--- config.mk ---
export PLATFORM = sky130hd
export DESIGN_NAME = control_sequencer
export DESIGN_NICKNAME = d
export VERILOG_FILES = /design/src/rtl/control_sequencer.sv
export SDC_FILE = /design/constraint.sdc
export NUM_CORES = 1
export LEC_CHECK = 0
export BUFFER_PORTS_ARGS = -buffer_cell sky130_fd_sc_hd__buf_4
export CORE_ASPECT_RATIO = 1.25
export CORE_MARGIN = 5
export CORE_UTILIZATION = 40
export DETAILED_ROUTE_END_ITERATION = 12
export HOLD_SLACK_MARGIN = 0.15
export PLACE_DENSITY = 0.68
export SETUP_SLACK_MARGIN = 0.5
export SYNTH_ARGS = -nofsm -noshare
export SYNTH_HDL_FRONTEND = slang
export SYNTH_SLANG_ARGS = --single-unit
--- constraint.sdc ---
create_clock -name Clock -period 4.3 [get_ports Clock]
set_input_delay 0.215 -clock Clock [delete_from_list [all_inputs] [get_ports Clock]]
set_output_delay 0.215 -clock Clock [all_outputs]
set_load 0.01 [all_outputs]
--- src/rtl/control_sequencer.sv ---
// Hardwired control unit: fetches an instruction via MAR/MDR with a
// memory-ready handshake, then steps one-cycle T-states that drive the
// datapath enables for each ALU instruction class.
module control_sequencer #(
    parameter int DATA_WIDTH    = 32,
    parameter int OPCODE_WIDTH  = 5,
    parameter int REG_SEL_WIDTH = 4,
    parameter int REG_COUNT     = 16,
    parameter int COUNT_WIDTH   = 16
) (
    input  logic                    Clock,
    input  logic                    clear,
    input  logic [DATA_WIDTH-1:0]   IR,
    input  logic                    mem_ready,
    input  logic                    run_en,
    output logic                    PCout,
    output logic                    MARin,
    output logic                    IncPC,
    output logic                    PCin,
    output logic                    Read,
    output logic                    MDRin,
    output logic                    MDRout,
    output logic                    IRin,
    output logic                    Yin,
    output logic                    Zin,
    output logic                    Zlowout,
    output logic                    Zhighout,
    output logic                    Cout,
    output logic                    HIin,
    output logic                    LOin,
    output logic [REG_COUNT-1:0]    Rin,
    output logic [REG_COUNT-1:0]    Rout,
    output logic [OPCODE_WIDTH-1:0] opcode,
    output logic                    Run,
    output logic                    illegal,
    output logic [COUNT_WIDTH-1:0]  instr_count
);

    typedef enum logic [3:0] {
        S_IDLE, S_T0, S_T1, S_T2, S_T3, S_T4, S_T5, S_T6, S_HALTED
    } state_t;

    typedef enum logic [2:0] {
        C_RR, C_IMM, C_MULDIV, C_UNARY, C_NOP, C_HALT, C_ILLEGAL
    } op_class_t;

    localparam int OPC_HI = DATA_WIDTH - 1;
    localparam int RA_HI  = DATA_WIDTH - OPCODE_WIDTH - 1;
    localparam int RB_HI  = RA_HI - REG_SEL_WIDTH;
    localparam int RC_HI  = RB_HI - REG_SEL_WIDTH;
    localparam int RC_LO  = RC_HI - REG_SEL_WIDTH + 1;

    state_t                   state_q, state_d;
    logic [OPCODE_WIDTH-1:0]  opcode_q, opcode_d;
    logic [COUNT_WIDTH-1:0]   instr_count_q, instr_count_d;

    op_class_t                op_class;
    logic                     last_exec;
    logic [REG_SEL_WIDTH-1:0] ra, rb, rc;
    logic                     unused_ir_bits;

    assign ra = IR[RA_HI -: REG_SEL_WIDTH];
    assign rb = IR[RB_HI -: REG_SEL_WIDTH];
    assign rc = IR[RC_HI -: REG_SEL_WIDTH];
    // Immediate/offset bits below Rc are consumed by the datapath, not here.
    assign unused_ir_bits = ^IR[RC_LO-1:0];

    // Register select to one-hot; out-of-range selects drive nothing.
    function automatic logic [REG_COUNT-1:0] onehot(input logic [REG_SEL_WIDTH-1:0] sel);
        logic [REG_COUNT-1:0] v;
        v = '0;
        if (int'(sel) < REG_COUNT) v[sel] = 1'b1;
        return v;
    endfunction

    // Map the latched opcode onto its execution class.
    function automatic op_class_t classify(input logic [OPCODE_WIDTH-1:0] op);
        case (int'(op))
            3, 4, 5, 6, 7, 8, 9, 10: return C_RR;
            11, 12, 13:              return C_IMM;
            14, 15:                  return C_MULDIV;
            16, 17:                  return C_UNARY;
            26:                      return C_NOP;
            27:                      return C_HALT;
            default:                 return C_ILLEGAL;
        endcase
    endfunction

    assign op_class    = classify(opcode_q);
    assign opcode      = opcode_q;
    assign instr_count = instr_count_q;

    // State, opcode and retired-count registers with synchronous clear.
    always_ff @(posedge Clock) begin
        // NOTE: sequential state uses non-blocking (<=) so every flop samples
        // pre-edge values; blocking here would create order-dependent races.
        if (!clear) begin
            state_q       <= S_IDLE;
            opcode_q      <= '0;
            instr_count_q <= '0;
        end else begin
            state_q       <= state_d;
            opcode_q      <= opcode_d;
            instr_count_q <= instr_count_d;
        end
    end

    // Flag the final execute state of the current instruction class.
    always_comb begin
        last_exec = 1'b0;
        case (state_q)
            S_T3:    last_exec = (op_class == C_NOP) || (op_class == C_HALT) ||
                                 (op_class == C_ILLEGAL);
            S_T4:    last_exec = (op_class == C_UNARY);
            S_T5:    last_exec = (op_class == C_RR) || (op_class == C_IMM);
            S_T6:    last_exec = (op_class == C_MULDIV);
            default: last_exec = 1'b0;
        endcase
    end

    // Next-state, opcode capture and retirement count.
    always_comb begin
        // NOTE: every signal gets a default first so no path leaves it
        // unassigned, which would otherwise infer a latch.
        state_d       = state_q;
        opcode_d      = opcode_q;
        instr_count_d = instr_count_q;
        unique case (state_q)
            S_IDLE:   state_d = run_en ? S_T0 : S_IDLE;
            S_T0:     state_d = S_T1;
            S_T1:     state_d = mem_ready ? S_T2 : S_T1;
            S_T2: begin
                state_d  = S_T3;
                opcode_d = IR[OPC_HI -: OPCODE_WIDTH];
            end
            S_T3, S_T4, S_T5, S_T6: begin
                if (last_exec) begin
                    instr_count_d = instr_count_q + COUNT_WIDTH'(1);
                    if (op_class == C_HALT) state_d = S_HALTED;
                    else                    state_d = run_en ? S_T0 : S_IDLE;
                end else begin
                    state_d = state_t'(state_q + 4'd1);
                end
            end
            S_HALTED: state_d = S_HALTED;
            default:  state_d = S_IDLE;
        endcase
    end

    // Moore decode of datapath enables; Rin/Rout index straight from IR.
    always_comb begin
        PCout    = 1'b0;
        MARin    = 1'b0;
        IncPC    = 1'b0;
        PCin     = 1'b0;
        Read     = 1'b0;
        MDRin    = 1'b0;
        MDRout   = 1'b0;
        IRin     = 1'b0;
        Yin      = 1'b0;
        Zin      = 1'b0;
        Zlowout  = 1'b0;
        Zhighout = 1'b0;
        Cout     = 1'b0;
        HIin     = 1'b0;
        LOin     = 1'b0;
        Rin      = '0;
        Rout     = '0;
        illegal  = 1'b0;
        Run      = (state_q != S_IDLE) && (state_q != S_HALTED);
        case (state_q)
            S_T0: begin
                PCout = 1'b1;
                MARin = 1'b1;
                IncPC = 1'b1;
                Zin   = 1'b1;
            end
            S_T1: begin
                Zlowout = 1'b1;
                PCin    = 1'b1;
                Read    = 1'b1;
                MDRin   = 1'b1;
            end
            S_T2: begin
                MDRout = 1'b1;
                IRin   = 1'b1;
            end
            S_T3: begin
                case (op_class)
                    C_RR, C_IMM: begin Rout = onehot(rb); Yin = 1'b1; end
                    C_MULDIV:    begin Rout = onehot(ra); Yin = 1'b1; end
                    C_UNARY:     begin Rout = onehot(rb); Zin = 1'b1; end
                    C_ILLEGAL:   illegal = 1'b1;
                    default:     ;
                endcase
            end
            S_T4: begin
                case (op_class)
                    C_RR:     begin Rout = onehot(rc); Zin = 1'b1; end
                    C_IMM:    begin Cout = 1'b1; Zin = 1'b1; end
                    C_MULDIV: begin Rout = onehot(rb); Zin = 1'b1; end
                    C_UNARY:  begin Zlowout = 1'b1; Rin = onehot(ra); end
                    default:  ;
                endcase
            end
            S_T5: begin
                case (op_class)
                    C_RR, C_IMM: begin Zlowout = 1'b1; Rin = onehot(ra); end
                    C_MULDIV:    begin Zlowout = 1'b1; LOin = 1'b1; end
                    default:     ;
                endcase
            end
            S_T6: begin
                if (op_class == C_MULDIV) begin
                    Zhighout = 1'b1;
                    HIin     = 1'b1;
                end
            end
            default: ;
        endcase
    end

endmodule
==> results of run 1 <==
[through the flow]
stage | std cells | hold WS (ns) | total power, mW | worst slack [ns] | util
after CTS | 489 | 0.209 | 0.674 | 1.71 | 0.510
after floorplan | 332 | 0.362 | 0.432 | 2.49 | -
after global placement | 485 | 0.453 | 0.507 | 1.80 | 0.501
final | 489 | 0.208 | 0.668 | 1.73 | 0.510
after detailed placement | 485 | 0.468 | 0.511 | 1.72 | 0.501
after global routing | 489 | 0.236 | 0.704 | 1.49 | 0.510
[worst paths after layout]
| path | start | end | slack (ns) | cells past startpoint |
|---|---|---|---|---|
| max | state_q[0] | state_q[0] | 1.73 | 6 |
| min | IR[27] | opcode[0] | 0.21 | 3 |
| max reg2reg | state_q[0] | state_q[0] | 1.73 | 6 |
| min reg2reg | instr_count[15] | instr_count[15] | 0.48 | 2 |
[per-layer routing]
metal	part of all wire	up-vias
met3	0.085	19
li1	-	1381
met1	0.41	1337
met5	0	-
met2	0.48	138
met4	0.021	0
[registers in the layout (all words and copies together), names as in the netlist]
register,flops
op_class,3
state_q,4
instr_count,16
opcode,5
[worst reg2reg max path: cells and delay by family, from the launching register on]
kind / cells / cell delay, ns
DFF: 1 / 0.37
and+or+nand+nor: 2 / 0.47
adders and majority gates: 1 / 0.32
AOI/OAI and AO/OA: 2 / 1.22
buffers and inverters: 1 / 0.10
[area by class of cell]
cell class                      instances  area (µm²)
Multi-Input combinational cell        274        1860
Inverter                                6        22.5
Clock buffer                            4        55.1
Fill cell                             649        3160
Timing Repair Buffer                   90         676
Sequential cell                        28         561
Tap cell                               87         109
[synth_stat cells (2+ instances only)]
cell type  number  area share
nand2_1        40       0.058
dfxtp_1        28        0.22
nor2_1         27       0.039
a22oi_1        20       0.058
nand2b_1       20       0.048
mux2i_1        16       0.062
o22ai_1        16       0.038
nor3_1         13       0.025
a32oi_1        12       0.040
and2_1         10       0.024
nand3_1         9       0.017
nand4_1         9       0.022
nor2b_1         9       0.022
buf_4           8       0.023
a211oi_2        7       0.034
a21oi_1         6       0.012
clkbuf_1        6      0.0086
inv_1           6      0.0086
buf_6           5       0.022
ha_1            5       0.024
nor3b_1         5       0.014
a21oi_2         4       0.013
and3_1          4      0.0096
buf_1           3      0.0043
nor4_1          3      0.0072
a211o_1         2      0.0067
a21boi_0        2      0.0058
a31oi_1         2      0.0048
and4_1          2      0.0067
buf_2           2      0.0038
mux2_2          2      0.0086
mux2i_2         2       0.011
nor3_2          2      0.0077
nor3b_2         2      0.0096
nor4b_1         2      0.0067
o211ai_1        2      0.0058
o21ai_0         2      0.0038
[kinds of logic after synthesis]
logic type,synth area share
AO/OA/AOI/OAI,0.256
adder cells (fa/ha/maj),0.0240
buffers and inverters,0.0702
flip-flops,0.215
multiplexers,0.0894
AND/OR/NAND/NOR,0.345
[power breakdown]
part           leakage [nW]  switching [mW]  internal [mW]
Sequential            0.226          0.0137          0.269
Clock                0.0288          0.0800         0.0820
Combinational         0.905           0.132         0.0910
Total                  1.16           0.226          0.442
==> summary.md, run 1 <==
| Metric | Value |
|---|---|
| Status | `completed` |
| Via count | `2875` |
| Gr usage total | `0.181` |
| Most common cell after layout, fill and taps aside | `buf_4` |
| Final min period | `2.57 ns` |
| Post-route design area | `3280 µm²` |
| Clk buf depth | `2` |
| F_max | `0.390 GHz` |
| Clk Latency, worst-skew pair | `0.27 ns` |
| Chip width | `roughly 82 µm` |
| Port bufs | `90` |
| CTS H-tree depth | `1` |
| RSZ-0062 raised after global routing | `no` |
| Per-cell routed wire length | `15.9 µm` |
| Met2 Resource Use GR | `0.306` |
| Post-layout nets | `444` |
| Gr busiest metal | `met2` |
| CTS tree | `done` |
| Residual DRC | `0` |
| Initial DRC count | `256` |
| Mapped Area | `2600 µm²` |
| Fin. Hold Viols | `0` |
| Placed Area | `3230 µm²` |
| DRT Pass-1 Iters | `5` |
| Setup TNS | `0 ns` |
| Final GP Congestion | `just under 0.9` |
| Measured slew at the worst slew-check pin | `1.23 ns` |
| CP max stage cell | `a32oi_2` |
| Period Utilization, post-route | `0.597` |
| Synth Register Bits | `28` |
| Worst relative slew slack | `0.182` |
| Most frequent cells in the layout | `90 x buf_4, 40 x nand2_1, 28 x dfxtp_1` |
| Cts-stage hold buffer count | `0` |
| Die area | `between 8000 and 9000 µm²` |
| Critical path class | `reg2reg` |
| Startpoint types | `register` |
| Mapped Cells | `332` |
| Area of the core | `6440 µm²` |
| First-pass GRT wire length | `12100 µm` |
| Clock sinks | `28` |
| Via/cell ratio | `5.88` |
| Setup bufs post-CTS | `0` |
| Layout cells sized above 1 | `0.299` |
| Worst-path maximum fanout | `20` |
| Row count | `33` |
| Ports | `between 100 and 150` |
| Slew Viols, Final | `0` |
| Diode count | `0` |
| CP endpoint kind | `register` |
| Crit path cell chain | `inv_1 -> ha_1 -> and4b_1 -> a32oi_2 -> nand4_1 -> a31oi_1` |
| DRT antenna net count | `0` |
| Area added between synthesis and finish | `26.1%` |
| HPWL Detailed | `just under 6000 µm` |
| Number of buffers created by CTS | `3` |
| Residual overflow from global routing | `0` |
| PostCTS Resize Cnt | `0` |
| Synth unique cells | `54` |
| CP bufs+invs | `1` |
| Effective utilization at floorplan | `0.404` |
| Setup violators final | `0` |
| CP delay by family, top | `compound AO/OA/AOI/OAI gates` |
| Max IR drop VDD | `144 µV` |
| Vias in the first global route | `roughly 2.5k` |
| Post-synth EDFFs | `0` |
| MaxCap Viol Count | `0` |
| Syn Nets | `373` |
| Ys flop type | `dfxtp_1` |
| CP max stage delay | `between 0.9 and 1 ns` |
| Leak pwr | `about 1.2 nW` |
| Initial antenna violation count | `0` |
| CTS clk-pin slew, worst paths | `0.09 ns` |
| Met3 Track Usage GR | `0.0242` |
| CP arrival | `about 2.8 ns` |
| FFs w/ async S/R, synth | `0` |
| Synthesized area per cell | `7.84 µm²` |
| Final Skew | `0.00535 ns` |
| Largest net degree at the start of global routing | `between 40 and 50` |
| HP Class | `in2reg` |
| Critical path required time | `approximately 4.5 ns` |
| Chip height | `100 µm` |
| Routed Wire Length | `7770 µm` |
| PwrDens | `203 nW/µm²` |
| Root buffer cell | `clkbuf_8` |
| Yosys warning count | `0` |
| Seq/Total Area, Yosys | `0.215` |
| Met1 usage | `0.233` |
No activity file was read; power rests on OpenSTA's default activity.
==> inputs of run 2 (changes only) <==
ABC_AREA = 1   (was default)
clock period = 2.5 ns   (was 4.3 ns; I/O delays follow)
==> summary.md, run 2 <==
| Metric | Value |
|---|---|
| Status | `completed (unchanged)` |
| Multi-input logic area | `1740 µm² (was 1860 µm²)` |
| Post-layout nets | `561 (was 444)` |
| Slew Viols, Final | `0 (unchanged)` |
| HPWL Detailed | `6590 µm (was 5890 µm)` |
| Gr usage total | `0.200 (was 0.181)` |
| Met2 Resource Use GR | `0.345 (was 0.306)` |
| Number of buffers created by CTS | `3 (unchanged)` |
| Most frequent cells in the layout | `116 x nand2_1, 91 x buf_4, 62 x nor2_1 (was 90 x buf_4, 40 x nand2_1, 28 x dfxtp_1)` |
| Ports | `106 (unchanged)` |
| Vias in the first global route | `2914 (was 2548)` |
| Chip height | `100 µm (about the same)` |
| Layout Utilization | `0.545 (was 0.510)` |
| Per-cell routed wire length | `13.9 µm (was 15.9 µm)` |
| Fin. Hold Viols | `0 (unchanged)` |
| Seq. cell area | `568 µm² (was 561 µm²)` |
| Clk buf depth | `2 (unchanged)` |
| Synth unique cells | `36 (was 54)` |
| Root buffer cell | `clkbuf_8 (unchanged)` |
| Most common cell after layout, fill and taps aside | `nand2_1 (was buf_4)` |
| Seq/Total Area, Yosys | `0.216 (was 0.215)` |
| Residual overflow from global routing | `0 (unchanged)` |
| Area added between synthesis and finish | `31.4% (was 26.1%)` |
| Worst-path maximum fanout | `10 (was 20)` |
| Ys flop type | `dfxtp_1 (unchanged)` |
| Max reg flops | `16 (unchanged)` |
| Final GP Congestion | `0.939 (was 0.882)` |
| F_max | `0.526 GHz` |
| HP Class | `in2reg (unchanged)` |
| PwrDens | `319 nW/µm² (was 203 nW/µm²)` |
| Layout cells sized above 1 | `0.250 (was 0.299)` |
| Met3 Track Usage GR | `0.0251 (was 0.0242)` |
| Yosys top cell area share | `0.216 (was 0.215)` |
| DRT antenna net count | `0 (unchanged)` |
| MaxCap Viol Count | `0 (unchanged)` |
| Residual DRC | `0 (unchanged)` |
| Period Utilization, post-route | `0.760` |
| Fillers | `679 (was 649)` |
| Clk Latency, worst-skew pair | `0.28 ns (was 0.27 ns)` |
| Gr busiest metal | `met2 (unchanged)` |
| Top post-synthesis cells by area | `dfxtp_1 22%, nand2_1 17%, nor2_1 9.1% (was dfxtp_1 22%, mux2i_1 6.2%, a22oi_1 5.8%)` |
| Final min period | `around 1.9 ns` |
| Routed Wire Length | `8390 µm (was 7770 µm)` |
| CTS H-tree depth | `1 (unchanged)` |
| CP endpoint kind | `output pin (was register)` |
| Setup violators final | `0 (unchanged)` |
| Die area | `8200 µm² (was 8230 µm²)` |
| Mapped Cells | `439 (was 332)` |
| CP arrival | `1.78 ns (was 2.76 ns)` |
| Met1 usage | `0.229 (was 0.233)` |
| Port bufs | `90 (unchanged)` |
| CTS tree | `done (unchanged)` |
| Synth Register Bits | `28 (unchanged)` |
| CTS clk-pin slew, worst paths | `0.10 ns (was 0.09 ns)` |
| Initial DRC count | `93 (was 256)` |
| RSZ-0062 raised after global routing | `yes (was no)` |
| Setup bufs post-CTS | `0 (unchanged)` |
| Clock sinks | `28 (unchanged)` |
| Startpoint types | `register (unchanged)` |
| Worst relative slew slack | `0.675 (was 0.182)` |
| Dominant cell type by area after synthesis | `dfxtp_1 (unchanged)` |
| Count leader, synth | `nand2_1 (unchanged)` |
| First-pass GRT wire length | `13300 µm (was 12100 µm)` |
| FFs w/ async S/R, synth | `0 (unchanged)` |
| Mapped Area | `2590 µm² (was 2600 µm²)` |
| Chip width | `82.0 µm (was 82.2 µm)` |
| Critical path required time | `2.38 ns (was 4.49 ns)` |
| Initial antenna violation count | `0 (unchanged)` |
| Diode count | `0 (unchanged)` |
| Setup TNS | `0 ns (unchanged)` |
| Leak pwr | `1.55 nW (was 1.16 nW)` |
| List of most frequent post-synthesis cells | `116 x nand2_1, 63 x nor2_1, 46 x inv_1 (was 40 x nand2_1, 28 x dfxtp_1, 27 x nor2_1)` |
| Via/cell ratio | `5.16 (was 5.88)` |
| Yosys warning count | `0 (unchanged)` |
| Effective utilization at floorplan | `0.415 (was 0.404)` |
| Area of the core | `6250 µm² (was 6440 µm²)` |
| DRT Pass-1 Iters | `4 (was 5)` |
| Synthesized area per cell | `5.90 µm² (was 7.84 µm²)` |
| Largest net degree at the start of global routing | `27 (was 42)` |
| Critical path class | `reg2out (was reg2reg)` |
| Measured slew at the worst slew-check pin | `0.483 ns (was 1.23 ns)` |
| Max IR drop VDD | `330 µV (was 144 µV)` |
| Hold WS | `0.201 ns (was 0.208 ns)` |
| Final Skew | `0.0116 ns (was 0.00535 ns)` |
| Row count | `32 (was 33)` |
| Post-synth EDFFs | `0 (unchanged)` |
| Via count | `3119 (was 2875)` |
| Syn Nets | `480 (was 373)` |
-- run 2: cell types whose count changed after synthesis, sizes merged, moves of 20 or more --
cell | before | now
a22oi | 20 | 0
inv | 6 | 51
nand2 | 40 | 120
nand2b | 20 | 0
nand3 | 10 | 32
nor2 | 27 | 72
o21ai | 2 | 22
-- run 2: final timing paths --
path                   start         endpoint  slack (ns)  depth (start not counted)
min reg2reg  instr_count[15]  instr_count[15]        0.52                          2
max reg2reg       state_q[0]       state_q[3]        0.65                          9
max               state_q[0]          Rout[7]        0.60                          6
min                   run_en       state_q[0]        0.20                          5
-- run 2: repair_timing --
| action | CTS | global route |
|---|---|---|
| hold buffers | 1 | 0 |
| endpoints found under the hold margin | 3 | 0 |
| setup endpoints to repair | 17 | 30 |
| gates resized for setup | 4 | 13 |
| gates cloned | 0 | 1 |
| pin swaps | 0 | 0 |
-- run 2: critical path, cell delays in order (launching register included) --
cell	delay [ns]
dfxtp_4	0.38
inv_1	0.08
ha_1	0.24
nand3_2	0.14
buf_4	0.20
o21ai_0	0.27
buf_4	0.18
-- run 2: report_power, final --
part           total, mW  leakage (nW)  internal [mW]  switching (mW)
clock              0.357        0.0357          0.214           0.142
sequential         0.476         0.228          0.459          0.0174
combinational      0.253          1.29         0.0959           0.157
-- run 2: layout make-up --
type	instances	share of cell area
Clock inverter	1	0.00882
Tap cell	85	0.0312
Inverter	53	0.0614
Multi-Input combinational cell	340	0.510
Clock buffer	3	0.0121
Sequential cell	28	0.167
Timing Repair Buffer	93	0.207
Timing Repair inverter	1	0.00221
-- run 2: stage by stage --
stage          setup WS [ns]  area, µm²  power (mW)  instances
3_5_place_dp           0.533       3270       0.726        598
2_1_floorplan          0.951       2590       0.635        439
6_report               0.600       3400        1.09        604
5_1_grt                0.445       3400        1.15        604
4_1_cts                0.530       3360        1.09        603
3_3_place_gp           0.572       3270       0.725        598
-- run 2: routing by layer --
metal,up-vias,part of all wire
li1,1605,-
met3,33,0.067
met1,1358,0.40
met4,0,0.052
met2,123,0.48
met5,-,0
-- run 2: cells by family after synthesis --
kind of cell	count (synthesis)	share of synthesized area
XOR/XNOR	7	0.0237
buffers and inverters	71	0.121
flip-flops	28	0.216
AO/OA/AOI/OAI	77	0.181
adder cells (fa/ha/maj)	5	0.0241
AND/OR/NAND/NOR	251	0.435
==> inputs of run 3 (changes only) <==
ABC_AREA = 0   (was 1)
PLACE_DENSITY = 0.71   (was 0.68)
clock period = 1.7 ns   (was 2.5 ns; I/O delays follow)
==> summary.md, run 3 (synthesized netlist as in run 1, its figures left out) <==
| Metric | Value |
|---|---|
| Slew Viols, Final | `0 (unchanged)` |
| Fin cells | `570 (was 604)` |
| Max reg flops | `16 (unchanged)` |
| CP bufs+invs | `5 (was 3)` |
| CP arrival | `2.19 ns (was 1.78 ns)` |
| Number of buffers created by CTS | `3 (unchanged)` |
| Worst relative slew slack | `0.584 (was 0.675)` |
| Final Skew | `0.00842 ns (was 0.0116 ns)` |
| Most frequent cells in the layout | `123 x buf_4, 34 x nand2_1, 32 x buf_6 (was 116 x nand2_1, 91 x buf_4, 62 x nor2_1)` |
| Final WS setup | `-0.290 ns (was 0.600 ns)` |
| PwrDens | `440 nW/µm² (was 319 nW/µm²)` |
| CP Depth | `10 (was 6)` |
| Chip width | `82.2 µm (was 82.0 µm)` |
| Period Utilization, post-route | `1.17` |
| Row count | `33 (was 32)` |
| Worst setup endpoint | `instr_count[8] (was Rout[7])` |
| Area of the core | `6440 µm² (was 6250 µm²)` |
| Most common cell after layout, fill and taps aside | `buf_4 (was nand2_1)` |
| Residual overflow from global routing | `0 (unchanged)` |
| Worst R2R Setup Slack | `-0.29 ns (was 0.65 ns)` |
| Layout cells sized above 1 | `0.617 (was 0.250)` |
| DRT Pass-1 Iters | `5 (was 4)` |
| FF-to-FF End | `instr_count[8] (was state_q[3])` |
| MaxCap Viol Count | `0 (unchanged)` |
| DRT antenna net count | `0 (unchanged)` |
| Setup violators final | `57 (was 0)` |
| CP max stage cell | `a211o_4 (was dfxtp_4)` |
| Root buffer cell | `clkbuf_8 (unchanged)` |
| CTS clk-pin slew, worst paths | `0.10 ns (about the same)` |
| Routed Wire Length | `10400 µm (was 8390 µm)` |
| Vias in the first global route | `3401 (was 2914)` |
| Final min period | `1.99 ns` |
| Fin. Hold Viols | `0 (unchanged)` |
| CTS tree | `done (unchanged)` |
| Cell count after placement | `536 (was 598)` |
| Max IR drop VDD | `555 µV (was 330 µV)` |
| Area added between synthesis and finish | `90.9% (was 31.4%)` |
| Initial DRC count | `291 (was 93)` |
| Crit path cell chain | `inv_4 -> ha_4 -> nand3_4 -> buf_4 -> buf_6 -> a211o_4 -> buf_12 -> buf_4 -> a21oi_4 -> mux2i_1 (was inv_1 -> ha_1 -> nand3_2 -> buf_4 -> o21ai_0 -> buf_4)` |
| CP Launch Point | `state_q[1] (was state_q[0])` |
| CP endpoint kind | `register (was output pin)` |
| Leak pwr | `1.82 nW (was 1.55 nW)` |
| Effective utilization at floorplan | `0.404 (was 0.415)` |
| Path depth of the worst reg2reg path | `10 (was 9)` |
| Measured slew at the worst slew-check pin | `0.622 ns (was 0.483 ns)` |
| CP delay by family, top | `buffers and inverters (unchanged)` |
| Residual DRC | `0 (unchanged)` |
| HP Class | `in2reg (unchanged)` |
| Via count | `3327 (was 3119)` |
| Hold path cells | `3 (was 5)` |
| Hold WS | `0.166 ns (was 0.201 ns)` |
| RSZ-0062 raised after global routing | `yes (unchanged)` |
| Ports | `106 (unchanged)` |
| Diode count | `0 (unchanged)` |
| First-pass GRT wire length | `16400 µm (was 13300 µm)` |
| Largest net degree at the start of global routing | `25 (was 27)` |
| Die area | `8230 µm² (was 8200 µm²)` |
| Gr usage total | `0.246 (was 0.200)` |
| Port bufs | `90 (unchanged)` |
| Clock sinks | `28 (unchanged)` |
| Reg2reg start | `state_q[1] (was state_q[0])` |
| Initial antenna violation count | `0 (unchanged)` |
| Dpl ws | `-0.0889 ns (was 0.533 ns)` |
| Via/cell ratio | `5.84 (was 5.16)` |
| Clk buf depth | `2 (unchanged)` |
| Chip height | `100 µm (about the same)` |
| HPWL Detailed | `7070 µm (was 6590 µm)` |
| Worst-path maximum fanout | `8 (was 10)` |
| Failing checks | `setup timing` |
| Post-layout nets | `525 (was 561)` |
| Critical path required time | `1.90 ns (was 2.38 ns)` |
| CTS H-tree depth | `1 (unchanged)` |
| Critical path class | `reg2reg (was reg2out)` |
| CP max stage delay | `0.38 ns (about the same)` |
| Final GP Congestion | `1.00 (was 0.939)` |
| Most used cell, CP | `buf_4 (unchanged)` |
| Status | `complete, but fails checks (was completed)` |
| F_max | `roughly 0.5 GHz` |
| Startpoint types | `register (unchanged)` |
| Clk Latency, worst-skew pair | `0.27 ns (was 0.28 ns)` |
| Per-cell routed wire length | `18.3 µm (was 13.9 µm)` |
==> run 3: changes by cell type in the layout (fill, tap and decap cells not counted), moves of 17 or more <==
cell and change:
nand2_1 -82, buf_6 +31, inv_1 -40, nand3_1 -20, nand2b_1 +17, o21ai_0 -18
nor2_1 -52, a21oi_1 -19, buf_4 +32
==> run 3: how the worst min path moves through the flow <==
stage                start         to
CTS                 IR[31]  opcode[4]
floorplan           IR[24]     Rin[0]
global placement    IR[27]  opcode[0]
detailed placement  IR[27]  opcode[0]
finish              IR[31]  opcode[4]
global route        IR[28]  opcode[1]
==> run 3: area by class of cell <==
cell class              instances  area, µm²
multi-input cells             274       2640
fillers                       414       1470
well taps                      87        109
clock inverters                 1       3.75
repair buffers                171       1570
inverters                       6       27.5
clock buffers                   3       41.3
flip-flops and latches         28        584
==> run 3: through the flow <==
stage | area (µm²) | setup TNS, ns | util | total power, mW
floorplan | 2990 | 0 | - | 1.18
global placement | 4020 | -0.384 | 0.624 | 1.50
detailed placement | 4020 | -0.948 | 0.624 | 1.52
CTS | 4690 | -9.49 | 0.728 | 2.08
global route | 4970 | -15.65 | 0.772 | 2.29
finish | 4970 | -11.45 | 0.772 | 2.19
==> run 3: timing repair <==
item | CTS | global route
gates resized for setup | 105 | 38
setup buffers | 17 | 10
endpoints found under the hold margin | 2 | 0
hold buffers | 2 | 0
pin swaps | 38 | 23
endpoints found under the setup margin | 77 | 77
cloned | 1 | 0
==> run 3: report_power, final <==
part	total [mW]	leakage (nW)	internal [mW]	switching (mW)
Combinational	1.11	1.57	0.541	0.568
Clock	0.365	0.0231	0.162	0.202
Sequential	0.715	0.229	0.684	0.0316
Total	2.19	1.82	1.39	0.802
==> run 3: worst reg2reg max path: stages, from the launching register on <==
cell and delay (ns):
dfxtp_4 0.36, inv_4 0.07, ha_4 0.16, nand3_4 0.08, buf_4 0.14, buf_6 0.11
a211o_4 0.38, buf_12 0.17, buf_4 0.14, a21oi_4 0.11, mux2i_1 0.20
==> run 3: metal layers <==
| metal | track usage | up-vias | wire (µm) |
|---|---|---|---|
| li1 | - | 1545 | - |
| met1 | 0.268 | 1606 | 3790 |
| met2 | 0.458 | 144 | 5800 |
| met3 | 0.0332 | 32 | 568 |
| met4 | 0.109 | 0 | 290 |
| met5 | 0 | - | 0 |
